File: src/rtl/clint_mh.sv
// Core-local interruptor: one shared 64-bit mtime with a tick prescaler, per-hart mtimecmp and
// msip registers behind a single-outstanding valid/ready register port at the CLINT offsets.
module clint_mh #(
   parameter int unsigned NHART    = 1,
   parameter logic [31:0] BASE     = 32'h0200_0000,
   parameter int unsigned TICK_DIV = 1
) (
   input  logic             clk,
   input  logic             rst,
   input  logic             req_valid,
   output logic             req_ready,
   input  logic             req_we,
   input  logic [31:0]      req_addr,
   input  logic [63:0]      req_wdata,
   input  logic [7:0]       req_wmask,
   output logic             rsp_valid,
   input  logic             rsp_ready,
   output logic [63:0]      rsp_rdata,
   output logic             rsp_err,
   input  logic             mie,
   input  logic [NHART-1:0] mtie,
   input  logic [NHART-1:0] msie,
   output logic [NHART-1:0] mtip,
   output logic [NHART-1:0] msip_o,
   output logic [NHART-1:0] tint,
   output logic [NHART-1:0] sint
);

   localparam int unsigned   PW          = (TICK_DIV > 1) ? $clog2(TICK_DIV) : 1;
   localparam logic [PW-1:0] PRESC_MAX   = PW'(TICK_DIV - 1);
   localparam logic [28:0]   MSIP_DWS    = 29'((NHART + 1) / 2);
   localparam logic [28:0]   MTIMECMP_DW = 29'h0800;
   localparam logic [28:0]   MTIME_DW    = 29'h17FF;

   typedef enum logic [1:0] {SEL_NONE, SEL_MSIP, SEL_MTIMECMP, SEL_MTIME} sel_e;

   generate
      if (NHART < 1 || NHART > 8 || TICK_DIV < 1) begin : g_bad_param
         $error("clint_mh: NHART must be 1..8 and TICK_DIV must be >= 1");
      end
   endgenerate

   logic [63:0]      mtime, mtime_next;
   logic [63:0]      mtimecmp      [NHART];
   logic [63:0]      mtimecmp_next [NHART];
   logic [NHART-1:0] msip, msip_next;
   logic [NHART-1:0] mtip_next;
   logic [PW-1:0]    presc, presc_next;
   logic             tick;

   logic [28:0]      dw, idx;
   sel_e             sel;
   logic             accept, wr, wr_mtime;
   logic [63:0]      rd_data;
   logic             unused_addr_lsb;

   function automatic logic [63:0] merge(input logic [63:0] old, input logic [63:0] wd,
                                         input logic [7:0] m);
      logic [63:0] res;
      for (int b = 0; b < 8; b++) res[8*b +: 8] = m[b] ? wd[8*b +: 8] : old[8*b +: 8];
      return res;
   endfunction

   // Doubleword index relative to BASE; the byte offset inside a doubleword is ignored.
   assign dw              = req_addr[31:3] - BASE[31:3];
   assign unused_addr_lsb = ^req_addr[2:0];

   // NOTE: every variable written in always_comb gets a default first, otherwise a latch is inferred.
   always_comb begin
      sel = SEL_NONE;
      idx = '0;
      if (dw < MSIP_DWS) begin
         sel = SEL_MSIP;
         idx = dw;
      end else if (dw >= MTIMECMP_DW && dw < MTIMECMP_DW + 29'(NHART)) begin
         sel = SEL_MTIMECMP;
         idx = dw - MTIMECMP_DW;
      end else if (dw == MTIME_DW) begin
         sel = SEL_MTIME;
      end
   end

   always_comb begin
      rd_data = '0;
      case (sel)
         SEL_MSIP: begin
            for (int h = 0; h < NHART; h++) begin
               if (idx == 29'(h / 2)) begin
                  if (h % 2 == 0) rd_data[0]  = msip[h];
                  else            rd_data[32] = msip[h];
               end
            end
         end
         SEL_MTIMECMP: begin
            for (int h = 0; h < NHART; h++) begin
               if (idx == 29'(h)) rd_data = mtimecmp[h];
            end
         end
         SEL_MTIME: rd_data = mtime;
         default:   rd_data = '0;
      endcase
   end

   assign req_ready  = !rsp_valid || rsp_ready;
   assign accept     = req_valid && req_ready;
   assign wr         = accept && req_we;
   assign wr_mtime   = wr && (sel == SEL_MTIME) && (|req_wmask);
   assign tick       = (presc == PRESC_MAX);
   assign presc_next = tick ? '0 : presc + PW'(1);

   // A bus write to mtime overrides the tick; the prescaler keeps running regardless.
   always_comb begin
      mtime_next = tick ? mtime + 64'd1 : mtime;
      if (wr_mtime) mtime_next = merge(mtime, req_wdata, req_wmask);
      msip_next = msip;
      for (int h = 0; h < NHART; h++) begin
         mtimecmp_next[h] = mtimecmp[h];
         if (wr && sel == SEL_MTIMECMP && idx == 29'(h))
            mtimecmp_next[h] = merge(mtimecmp[h], req_wdata, req_wmask);
         if (wr && sel == SEL_MSIP && idx == 29'(h / 2)) begin
            if (h % 2 == 0 && req_wmask[0]) msip_next[h] = req_wdata[0];
            if (h % 2 == 1 && req_wmask[4]) msip_next[h] = req_wdata[32];
         end
         mtip_next[h] = (mtime_next >= mtimecmp_next[h]);
      end
   end

   // NOTE: sequential state uses non-blocking assignments so every register samples pre-edge values.
   // NOTE: mtimecmp is a small register array, not a RAM, so each entry takes its reset value.
   always_ff @(posedge clk or negedge rst) begin
      if (!rst) begin
         mtime <= '0;
         presc <= '0;
         msip  <= '0;
         mtip  <= '0;
         for (int h = 0; h < NHART; h++) mtimecmp[h] <= '1;
      end else begin
         mtime <= mtime_next;
         presc <= presc_next;
         msip  <= msip_next;
         mtip  <= mtip_next;
         for (int h = 0; h < NHART; h++) mtimecmp[h] <= mtimecmp_next[h];
      end
   end

   // Response holds data and error until consumed; reads see pre-edge register values.
   always_ff @(posedge clk or negedge rst) begin
      if (!rst) begin
         rsp_valid <= 1'b0;
         rsp_rdata <= '0;
         rsp_err   <= 1'b0;
      end else if (accept) begin
         rsp_valid <= 1'b1;
         rsp_rdata <= req_we ? 64'd0 : rd_data;
         rsp_err   <= (sel == SEL_NONE);
      end else if (rsp_ready) begin
         rsp_valid <= 1'b0;
      end
   end

   assign msip_o = msip;
   assign tint   = mtip & mtie & {NHART{mie}};
   assign sint   = msip & msie & {NHART{mie}};

endmodule

File: config.mk
export PLATFORM = sky130hd
export DESIGN_NAME = clint_mh
export DESIGN_NICKNAME = d
export VERILOG_FILES = /design/src/rtl/clint_mh.sv
export SDC_FILE = /design/constraint.sdc
export NUM_CORES = 1
export LEC_CHECK = 0
export ABC_AREA = 0
export ABC_CLOCK_PERIOD_IN_PS = 9570
export CORE_ASPECT_RATIO = 1.1
export CORE_MARGIN = 2
export CORE_UTILIZATION = 30
export CTS_CLUSTER_SIZE = 28
export DETAILED_ROUTE_END_ITERATION = 6
export HOLD_SLACK_MARGIN = 0.03
export REMOVE_ABC_BUFFERS = 1
export SYNTH_ARGS = -nofsm -noshare
export SYNTH_HDL_FRONTEND = slang
export SYNTH_SLANG_ARGS = --single-unit
File: constraint.sdc
create_clock -name clk -period 9.57 [get_ports clk]
set_input_delay 1.4355 -clock clk [delete_from_list [all_inputs] [get_ports clk]]
set_output_delay 1.4355 -clock clk [all_outputs]
set_load 0.005 [all_outputs]
# == After elaboration in Yosys (flattened, before gate mapping) ==
# Cells that the tools add are included.
# W data, S select, Z words.
# op_classes
multipliers,0
muxes,34
add_sub_neg,4
n_reduce_logical,16
div_mod_pow,0
order_cmp,4
shifts,0
bitwise,4
eq_ne,4
# op_table
cell,n
$mux W64,5
$mux W8,16
$pmux W31 S2,2
$add A64 B1 Y64 const B,1
$ge A64 B64 Y1,1
$mux W29,2
$eq A29 B13 Y1 const B,1
$ge A29 B12 Y1 const B,1
$logic_not A29 Y1,1
$lt A29 B1 Y1 const B,1
$lt A29 B12 Y1 const B,1
$sub A29 B12 Y29 const B,1
$sub A29 B23 Y29 const B,1
$logic_and A1 B1 Y1,9
$reduce_or A8 Y1,1
$mux W2,3
$and A1 B1 Y1,4
$eq A2 B2 Y1 const B,2
$mux W1,4
$pmux W1 S3,1
$eq A2 B1 Y1 const B,1
$logic_not A2 Y1,1
$pmux W1 S2,1
$reduce_and A2 Y1,1
other kinds (4),4
# word_totals
out_inout_bits,71
rom_bits,0
regBits,197
mem_count,0
elab_cells,74
latch_bits,0
ram_bits,0
in_bits,112

# == Depth between registers and ports, before layout ==
# Gate-level depths: netlist of the first run.
# logic_depth
ltp_word,10
mapped_depth,22
mapped_depth_nobuf,19

# == Worst setup path after synthesis of the first run ==
# OpenSTA, ideal clock, no wires.
# synth_timing
kind,input to register
start,in req_addr[25]
end,reg mtip
t_arrival_ps,5788
n_path_buf,3
path_slack_ps,3646
cell_stages,22
setup_time_ps,136
required_time_ps,9434
cell_sequence,buf_2 > inv_1 > ha_1 > xor2_1 > nor2_1 > nand3_4 > or4b_4 > a211o_1 > a2111oi_4 > buf_6 > nand4_4 > buf_6 > mux2i_1 > ha_1 > a21o_1 > a21o_1 > a211o_1 > o211ai_1 > a21oi_1 > o21a_1 > o21ai_0 > nand4b_1
# synth_between
elab_chain_cells,10
elab_cells_between_ends,22
cone_classes,add/sub (2); order compare (4); eq/ne (3); mux (7); reduce/logical (6)
# synth_lines
element,line_no,text
from (decl),13,"input logic [31:0] req_addr,"
$sub A29 B23 Y29 *,65,assign dw = req_addr[31:3] - BASE[31:3];
"parallel branches: the longest is 8 deep, another holds $ge A29 B12 Y1",-,
$ge A64 B64 Y1 *,124,mtip_next[h] = (mtime_next >= mtimecmp_next[h]);
via mtip_next,47,logic [NHART-1:0] mtip_next;
to (signal assigned),141,mtip <= mtip_next;
to (decl),23,"output logic [NHART-1:0] mtip,"
# Mark *: on every way through the listed nets, which the timed path passes.
# A chain may end at the register's enable or synchronous reset.

# == Worst setup path in the final report of the first run ==
# Ends and elaborated chain as after synthesis.

==> results of run 1 <==
worst min path at each step:
stage                                start  slack [ns]  cells after the start                         to
global route        mtimecmp[16]$_DFF_PN1_        0.56                      1  rsp_rdata[16]$_DFFE_PN0P_
floorplan              rsp_err$_DFFE_PN0P_        0.47                      2        rsp_err$_DFFE_PN0P_
detailed placement     rsp_err$_DFFE_PN0P_        0.47                      2        rsp_err$_DFFE_PN0P_
finish                 rsp_err$_DFFE_PN0P_        0.49                      2        rsp_err$_DFFE_PN0P_
CTS                    rsp_err$_DFFE_PN0P_        0.49                      2        rsp_err$_DFFE_PN0P_
global placement       rsp_err$_DFFE_PN0P_        0.47                      2        rsp_err$_DFFE_PN0P_
routing by layer:
layer	global-route usage [%]	up-vias	part of all wire [%]
met3	3.58	32	4.7
li1	-	4817	-
met2	31.0	245	50
met4	4.04	4	1.2
met5	0	-	0.073
met1	23.0	4944	44
final cells by class:
| type | instances | area [sq um] |
|---|---|---|
| inverters | 24 | 90.1 |
| clock inverters | 14 | 143 |
| clock buffers | 18 | 429 |
| multi-input cells | 905 | 6850 |
| fillers | 4037 | 25000 |
| repair buffers | 192 | 1890 |
| well taps | 513 | 642 |
| flip-flops and latches | 196 | 4980 |
| diodes | 1 | 2.50 |
sequential cells by signal (all words and copies together), names as in the netlist:
name       flops
rsp_rdata     64
rsp_err        1
rsp_valid      1
msip_o         1
mtime         64
mtip           1
mtimecmp      64
placed cells by master, fill, tap and decap left out, drive strengths merged, types with 41 or more instances in the layout:
cell	count
mux2i	64
a22o	64
ha	70
a21o	80
dfrtp	132
a211oi	41
a21oi	64
o21ai	45
dfstp	64
clkdlybuf4s50	178
nor2	92
mux2	66
nand2	64
where the power goes:
part,switching (mW),total [mW],leakage (nW),internal [mW]
Clock,0.369,0.716,0.273,0.347
Sequential,0.000578,0.830,2.28,0.830
Combinational,0.0644,0.118,4.60,0.0531
Total,0.434,1.66,7.16,1.23
worst register-to-register path: stages, from the launching register on:
cell and delay (ns):
sky130_fd_sc_hd__dfrtp_1 0.46, sky130_fd_sc_hd__nand3_1 0.19, sky130_fd_sc_hd__or3_1 0.46, sky130_fd_sc_hd__nor4_1 0.77
sky130_fd_sc_hd__nand3_1 0.43, sky130_fd_sc_hd__nor3_1 0.81, sky130_fd_sc_hd__nor3_1 0.19, sky130_fd_sc_hd__ha_1 0.35
sky130_fd_sc_hd__nand4_1 0.11, sky130_fd_sc_hd__o21ai_0 0.25, sky130_fd_sc_hd__nor2_1 0.12, sky130_fd_sc_hd__nor4_1 0.57
sky130_fd_sc_hd__o21ai_0 0.21, sky130_fd_sc_hd__nand4b_1 0.14
metrics by stage:
stage / cells / hold WS [ns] / cell area, sq um / total power [mW] / util [%]
after detailed placement: 1830 / 0.474 / 14500 / 0.965 / 36.1
after global placement: 1830 / 0.466 / 14500 / 0.964 / 36.1
final: 1863 / 0.492 / 15000 / 1.66 / 37.5
after global routing: 1862 / 0.556 / 15000 / 1.73 / 37.5
after floorplan: 1125 / 0.473 / 11900 / 0.870 / -
after CTS: 1862 / 0.491 / 15000 / 1.69 / 37.5
cell families (layout without fill, tap and decap cells):
| kind of cell | count (synthesis) | count (layout) | share of synthesized area [%] |
|---|---|---|---|
| xor+xnor | 7 | 7 | 0.504 |
| other cells | 0 | 1 | 0 |
| buf+inv | 74 | 248 | 2.89 |
| simple gates | 348 | 348 | 15.9 |
| flops | 196 | 196 | 41.0 |
| mux | 130 | 130 | 11.9 |
| fa+ha+maj | 70 | 70 | 7.20 |
| compound gates | 350 | 350 | 20.6 |
==> key figures, run 1 <==
Critical path
  • Slowest CP cell: sky130_fd_sc_hd__a2111oi_4
  • FF-to-FF Start: mtime[6]$_DFF_PN0_
  • Logic depth of the worst path, buffers included: 21
  • Count of cells along the worst register-to-register path: 13
  • Critical Setup Path Class: primary input to flop
  • Critical path peak fanout: 16
  • Startpoint type of the worst setup path: primary input
  • Setup crit start: req_addr[25]
  • CP Capture Type: flop
  • Longest individual stage delay on the worst path: between 0.9 and 1 ns
  • Kind of cell with the highest combined delay on the critical path: simple AND/OR/NAND/NOR gates
  • Data arrival time of the critical path: a little under 8 ns
  • Count of buffer and inverter cells on the critical path: 3
  • Critical path data required time: 9.96 ns
  • R2R Path End: mtip$_DFF_PN0_
  • Worst R2R Setup Slack: 4.46 ns
  • Capturing element of the worst setup path: mtip$_DFF_PN0_
  • Worst-path cell chain: clkdlybuf4s50_1, inv_1, ha_1, xor2_1, nor2_1, nand3_4, or4b_4, a211o_1, a2111oi_4, buf_4, nand4_4, mux2i_1, ha_1, a21o_1, a21o_1, a21oi_1, o21ai_0, nor2_1, nor4_1, o21ai_0, nand4b_1

Logic synthesis
  • Largest cells by area after synthesis: sky130_fd_sc_hd__dfrtp_1, sky130_fd_sc_hd__dfstp_2, sky130_fd_sc_hd__ha_1
  • Number of enable-type register cells in the synthesized netlist: 0
  • Sequential element share of the synthesized area: 41.0%
  • Count leader, synth: sky130_fd_sc_hd__dfrtp_1
  • Post-synthesis area per instance: 10.4 sq um
  • Post-Synthesis Cell Area: 0.0122 sq mm
  • Count of state elements after synthesis: 196
  • Prevailing post-synth register cell: sky130_fd_sc_hd__dfrtp_1
  • Area share of the largest cell type after synthesis: 27.1%
  • Proportion of register bits with asynchronous set or reset after synthesis: between 90% and 100%
  • Synth cell count leaders: sky130_fd_sc_hd__dfrtp_1, sky130_fd_sc_hd__nor2_1, sky130_fd_sc_hd__a21o_1, sky130_fd_sc_hd__ha_1
  • Synthesized netlist cell count: 1,175
  • Number of library cell types mapped by synthesis: 75
  • Biggest area consumer among synthesized cells: sky130_fd_sc_hd__dfrtp_1
  • Total of warnings raised by yosys: 0

Clock tree
  • Buffers inserted by post-CTS timing repair: 0
  • Worst skew pair latency: 0.46 ns
  • Library cell used as clock root buffer: sky130_fd_sc_hd__clkbuf_16
  • Worst-path clk slew: ~0.08 ns
  • Hold buffer count at cts: 0
  • Clk buf depth: 2
  • Level count of the clock H-tree: 4
  • Total of cells resized after clock tree synthesis: 0
  • Inserted Clock Buffers: 17
  • CTS tree: done
  • Clock Sink Count: 196

Die
  • Count of pins on the block boundary: 183
  • Starting utilization of the core area: 30.4%
  • Die X-Extent: 196 microns
  • Die outline area: between 0.04 and 0.05 sq mm
  • FP Rows: 77
  • Die height: 215 microns
  • Core ar.: 0.0401 sq mm

Timing
  • Hold Violations, Final: 0
  • Maximum clock skew at final layout: ~0.019 ns
  • Fmax: around 140 MHz
  • Slew Viols, Final: 0
  • Slew of the pin with the lowest slew margin: 1.02 ns
  • Post-layout worst setup margin: 2.26 ns
  • Unrepaired setup endpoints after global routing: false
  • Total setup violations reported at the end of the flow: 0
  • Share of the cycle needed by the critical path after routing: 76.4%
  • Min cycle time layout: ~7.3 ns
  • Summed negative setup slack over all endpoints: 0 ns
  • Relative max-transition margin: a little under a third

Global routing
  • Aggregate global routing overflow: 0
  • Maximum number of pins on one net before global-route repair: 76
  • Wire length of the first global-routing pass: 59.3 mm
  • Via count of the first global-routing pass: just over 10,000
  • Initial antenna violation count: 4
  • Global router's overall resource usage: 17.9%

Drt
  • Total routed wirelength: 37.1 mm
  • Violation count after the first detailed-route iteration: 517
  • Vias: 10,000
  • Drt via density: approximately 5.4
  • First-pass DRT Iterations: 5
  • Count of unresolved DRC violations after routing: 0
  • Average wire per cell in the routed design: 19.9 microns
  • Number of routed nets with antenna violations: 0

Final layout
  • Share of final-layout standard cells stronger than drive strength 1: 11.5%
  • Area growth from synthesis to layout: 23.5%
  • Fin nets: 1,518

Placement
  • Sum of net half-perimeters after detailed placement: 26.8 mm
  • Routability-driven placement congestion ratio: 0.849
  • Number of port buffers: 179
  • Pre-CTS WS: about 1.7 ns

Worst hold path
  • Hold crit path type: flop to flop

Pwr
  • Leakage power: 7.16 nW
  • PD cells: approximately 110 mW/mm^2
  • Peak supply drop: 122 uV

Flow run
  • Maximum Capacitance Violations: 0

Outcome
  • Outcome: completed
Power figures use the tool's default switching activity.
==> run 2: changes to the inputs <==
- ABC_CLOCK_PERIOD_IN_PS: 9570 -> 6400
- clock period: 9.57 -> 6.4 ns (I/O delays scaled with it)
==> key figures, run 2 (synthesized netlist as in run 1, its figures left out) <==
Final layout
  • Most used cells in the layout excluding fill and tap cells: sky130_fd_sc_hd__clkdlybuf4s50_1, sky130_fd_sc_hd__dfrtp_1, sky130_fd_sc_hd__nor2_1
  • Sequential Area: 0.00498 sq mm
  • Count of filler cells inserted in the layout: 4,037
  • Largest registers in the final layout: mtime: 64 flops, mtimecmp: 64 flops, rsp_rdata: 64 flops
  • Share of final-layout standard cells stronger than drive strength 1: around an eighth
  • Fin nets: roughly 1,500
  • Area of combinational cells with multiple inputs: 0.00684 sq mm
  • Most common cell after layout, fill and taps aside: sky130_fd_sc_hd__clkdlybuf4s50_1
  • Area growth from synthesis to layout: 26.0%
  • Share of the core filled with cells: 38.3%

Die
  • Die outline area: 0.0422 sq mm
  • Core ar.: 0.0401 sq mm
  • Starting utilization of the core area: 30.4%
  • FP Rows: 77
  • Die height: 215 microns
  • Die X-Extent: 196 microns
  • Count of pins on the block boundary: about 180

Pwr
  • Net switching power figure: 635 uW
  • Peak supply drop: 180 uV
  • Sequential share of power: 48.7%
  • Switching part of the total: 24.9%
  • Pint: 1.91 mW
  • Design Power: between 2 and 3 mW
  • PD cells: 166 mW/mm^2
  • Comb pwr share: 7.1%
  • Share of total power in the clock network: 44.2%
  • Leakage power: 7.32 nW

Clock tree
  • Worst-path clk slew: approximately 0.07 ns
  • Worst skew pair latency: 0.46 ns
  • Total of cells resized after clock tree synthesis: 0
  • Clk buf depth: 2
  • Inserted Clock Buffers: 17
  • Level count of the clock H-tree: 4
  • Library cell used as clock root buffer: sky130_fd_sc_hd__clkbuf_16
  • Clock Sink Count: 196
  • Hold buffer count at cts: 0
  • Buffers inserted by post-CTS timing repair: 0
  • CTS tree: done

Global routing
  • Wire length of the first global-routing pass: 59.1 mm
  • Global router's overall resource usage: 17.9%
  • Initial antenna violation count: 4
  • Aggregate global routing overflow: 0
  • Maximum number of pins on one net before global-route repair: 112
  • Via count of the first global-routing pass: between 10,000 and 15,000

Placement
  • Number of port buffers: 179
  • Routability-driven placement congestion ratio: 0.870
  • Sum of net half-perimeters after detailed placement: 27.3 mm

Drt
  • Number of routed nets with antenna violations: 0
  • Drt via density: about 5.4
  • Violation count after the first detailed-route iteration: 531
  • Total routed wirelength: 37.3 mm
  • Count of unresolved DRC violations after routing: 0
  • Average wire per cell in the routed design: a little under 20 microns
  • Vias: 10,300
  • First-pass DRT Iterations: 7

Flow run
  • Maximum Capacitance Violations: 0

Critical path
  • Startpoint type of the worst setup path: primary input
  • Worst-path cell chain: clkdlybuf4s50_1, inv_1, ha_1, xor2_1, nor2_1, nand3_4, or4b_4, a211o_1, a2111oi_4, buf_12, nand4_4, mux2i_1, ha_1, nand4_1, or2_2, nor3_1, buf_4, nand2_1, a31oi_1, o21ai_0, nand4b_1
  • Longest individual stage delay on the worst path: about 0.57 ns
  • Cell with the most instances on the worst path: sky130_fd_sc_hd__ha_1
  • Critical Setup Path Class: primary input to flop
  • Slowest CP cell: sky130_fd_sc_hd__clkdlybuf4s50_1
  • Count of cells along the worst register-to-register path: 16
  • Critical path data required time: a little under 7 ns
  • FF-to-FF Start: mtime[6]$_DFF_PN0_
  • CP Capture Type: flop
  • Critical path peak fanout: 14
  • Data arrival time of the critical path: roughly 6.5 ns
  • Worst R2R Setup Slack: 1.57 ns
  • R2R Path End: mtip$_DFF_PN0_

Timing
  • Slew Viols, Final: 0
  • Unrepaired setup endpoints after global routing: false
  • Maximum clock skew at final layout: 0.0200 ns
  • Summed negative setup slack over all endpoints: 0 ns
  • Fmax: 164 MHz
  • Slew of the pin with the lowest slew margin: about 1 ns
  • Smallest hold slack: 0.489 ns
  • Share of the cycle needed by the critical path after routing: 95.2%
  • Min cycle time layout: 6.09 ns
  • Relative max-transition margin: 33.4%
  • Total setup violations reported at the end of the flow: 0
  • Hold Violations, Final: 0

Worst hold path
  • Min-Delay Endpoint: rsp_err$_DFFE_PN0P_
  • Worst Min Path Start: rsp_err$_DFFE_PN0P_
  • Hold crit path type: flop to flop
  • Hold Path Stages: 2

Outcome
  • Outcome: completed
-- run 2: changes by cell type in the layout (fill, tap and decap cells not counted) --
| cell | change |
|---|---|
| sky130_fd_sc_hd__buf_4 | +24 |
| sky130_fd_sc_hd__buf_12 | +5 |
| sky130_fd_sc_hd__bufinv_16 | +2 |
| sky130_fd_sc_hd__clkinv_8 | -2 |
| sky130_fd_sc_hd__and3_2 | +1 |
| sky130_fd_sc_hd__and3_4 | -1 |
| sky130_fd_sc_hd__clkinv_4 | -1 |
| sky130_fd_sc_hd__clkinvlp_4 | +1 |
| sky130_fd_sc_hd__inv_6 | -1 |
| sky130_fd_sc_hd__inv_8 | +1 |
-- run 2: worst max path at each step --
stage	startpoint	end	slack, ns	depth (start not counted)
detailed placement	req_addr[25]	mtip$_DFF_PN0_	-0.19	21
global placement	req_addr[25]	mtip$_DFF_PN0_	-0.1	21
finish	req_addr[25]	mtip$_DFF_PN0_	0.31	21
CTS	req_addr[25]	mtip$_DFF_PN0_	0.27	21
global route	req_addr[26]	mtip$_DFF_PN0_	0.07	21
floorplan	req_addr[22]	mtip$_DFF_PN0_	-0.03	15
-- run 2: through the flow --
stage | area (sq um) | worst slack, ns | cells
after floorplan | 11900 | -0.0299 | 1125
after detailed placement | 14700 | -0.189 | 1859
after global placement | 14700 | -0.0995 | 1859
after global routing | 15300 | 0.0722 | 1891
final | 15300 | 0.308 | 1892
after CTS | 15300 | 0.269 | 1891
-- run 2: power by group through the flow --
| stage | sequential (mW) | clock, mW | combinational (mW) |
|---|---|---|---|
| after global routing | 1.24 | 1.20 | 0.196 |
| final | 1.24 | 1.13 | 0.181 |
| after global placement | 1.26 | 0 | 0.181 |
| after CTS | 1.24 | 1.16 | 0.184 |
| after detailed placement | 1.26 | 0 | 0.183 |
| after floorplan | 1.26 | 0 | 0.0362 |
-- run 2: metal layers --
metal  GRT usage, %  vias to the layer above  wire (microns)
met4           4.14                        4             549
met1           22.8                     5141           16500
met5              0                        -              22
met3           3.47                       42            1640
met2           31.2                      237           18600
li1               -                     4879               -
-- run 2: critical path, delay by kind of cell --
kind / cells / cell delay, ns
AO/OA/AOI/OAI: 4 / 1.20
multiplexers: 1 / 0.21
adder cells (fa/ha/maj): 2 / 0.58
AND/OR/NAND/NOR: 9 / 2.22
XOR/XNOR: 1 / 0.21
buffers and inverters: 4 / 1.07
-- run 2: cell type report --
type / count / area share [%]
flip-flops and latches: 196 / 32.5
inverters: 24 / 0.587
clock buffers: 18 / 2.80
diodes: 1 / 0.0163
well taps: 513 / 4.19
clock inverters: 14 / 1.12
multi-input cells: 905 / 44.6
repair buffers: 221 / 14.2
==> run 3: changes to the inputs <==
- HOLD_SLACK_MARGIN: 0.03 -> 0.06
==> results of run 3 <==
Same layout as run 2: the final DEF is identical, and so are final timing and power.
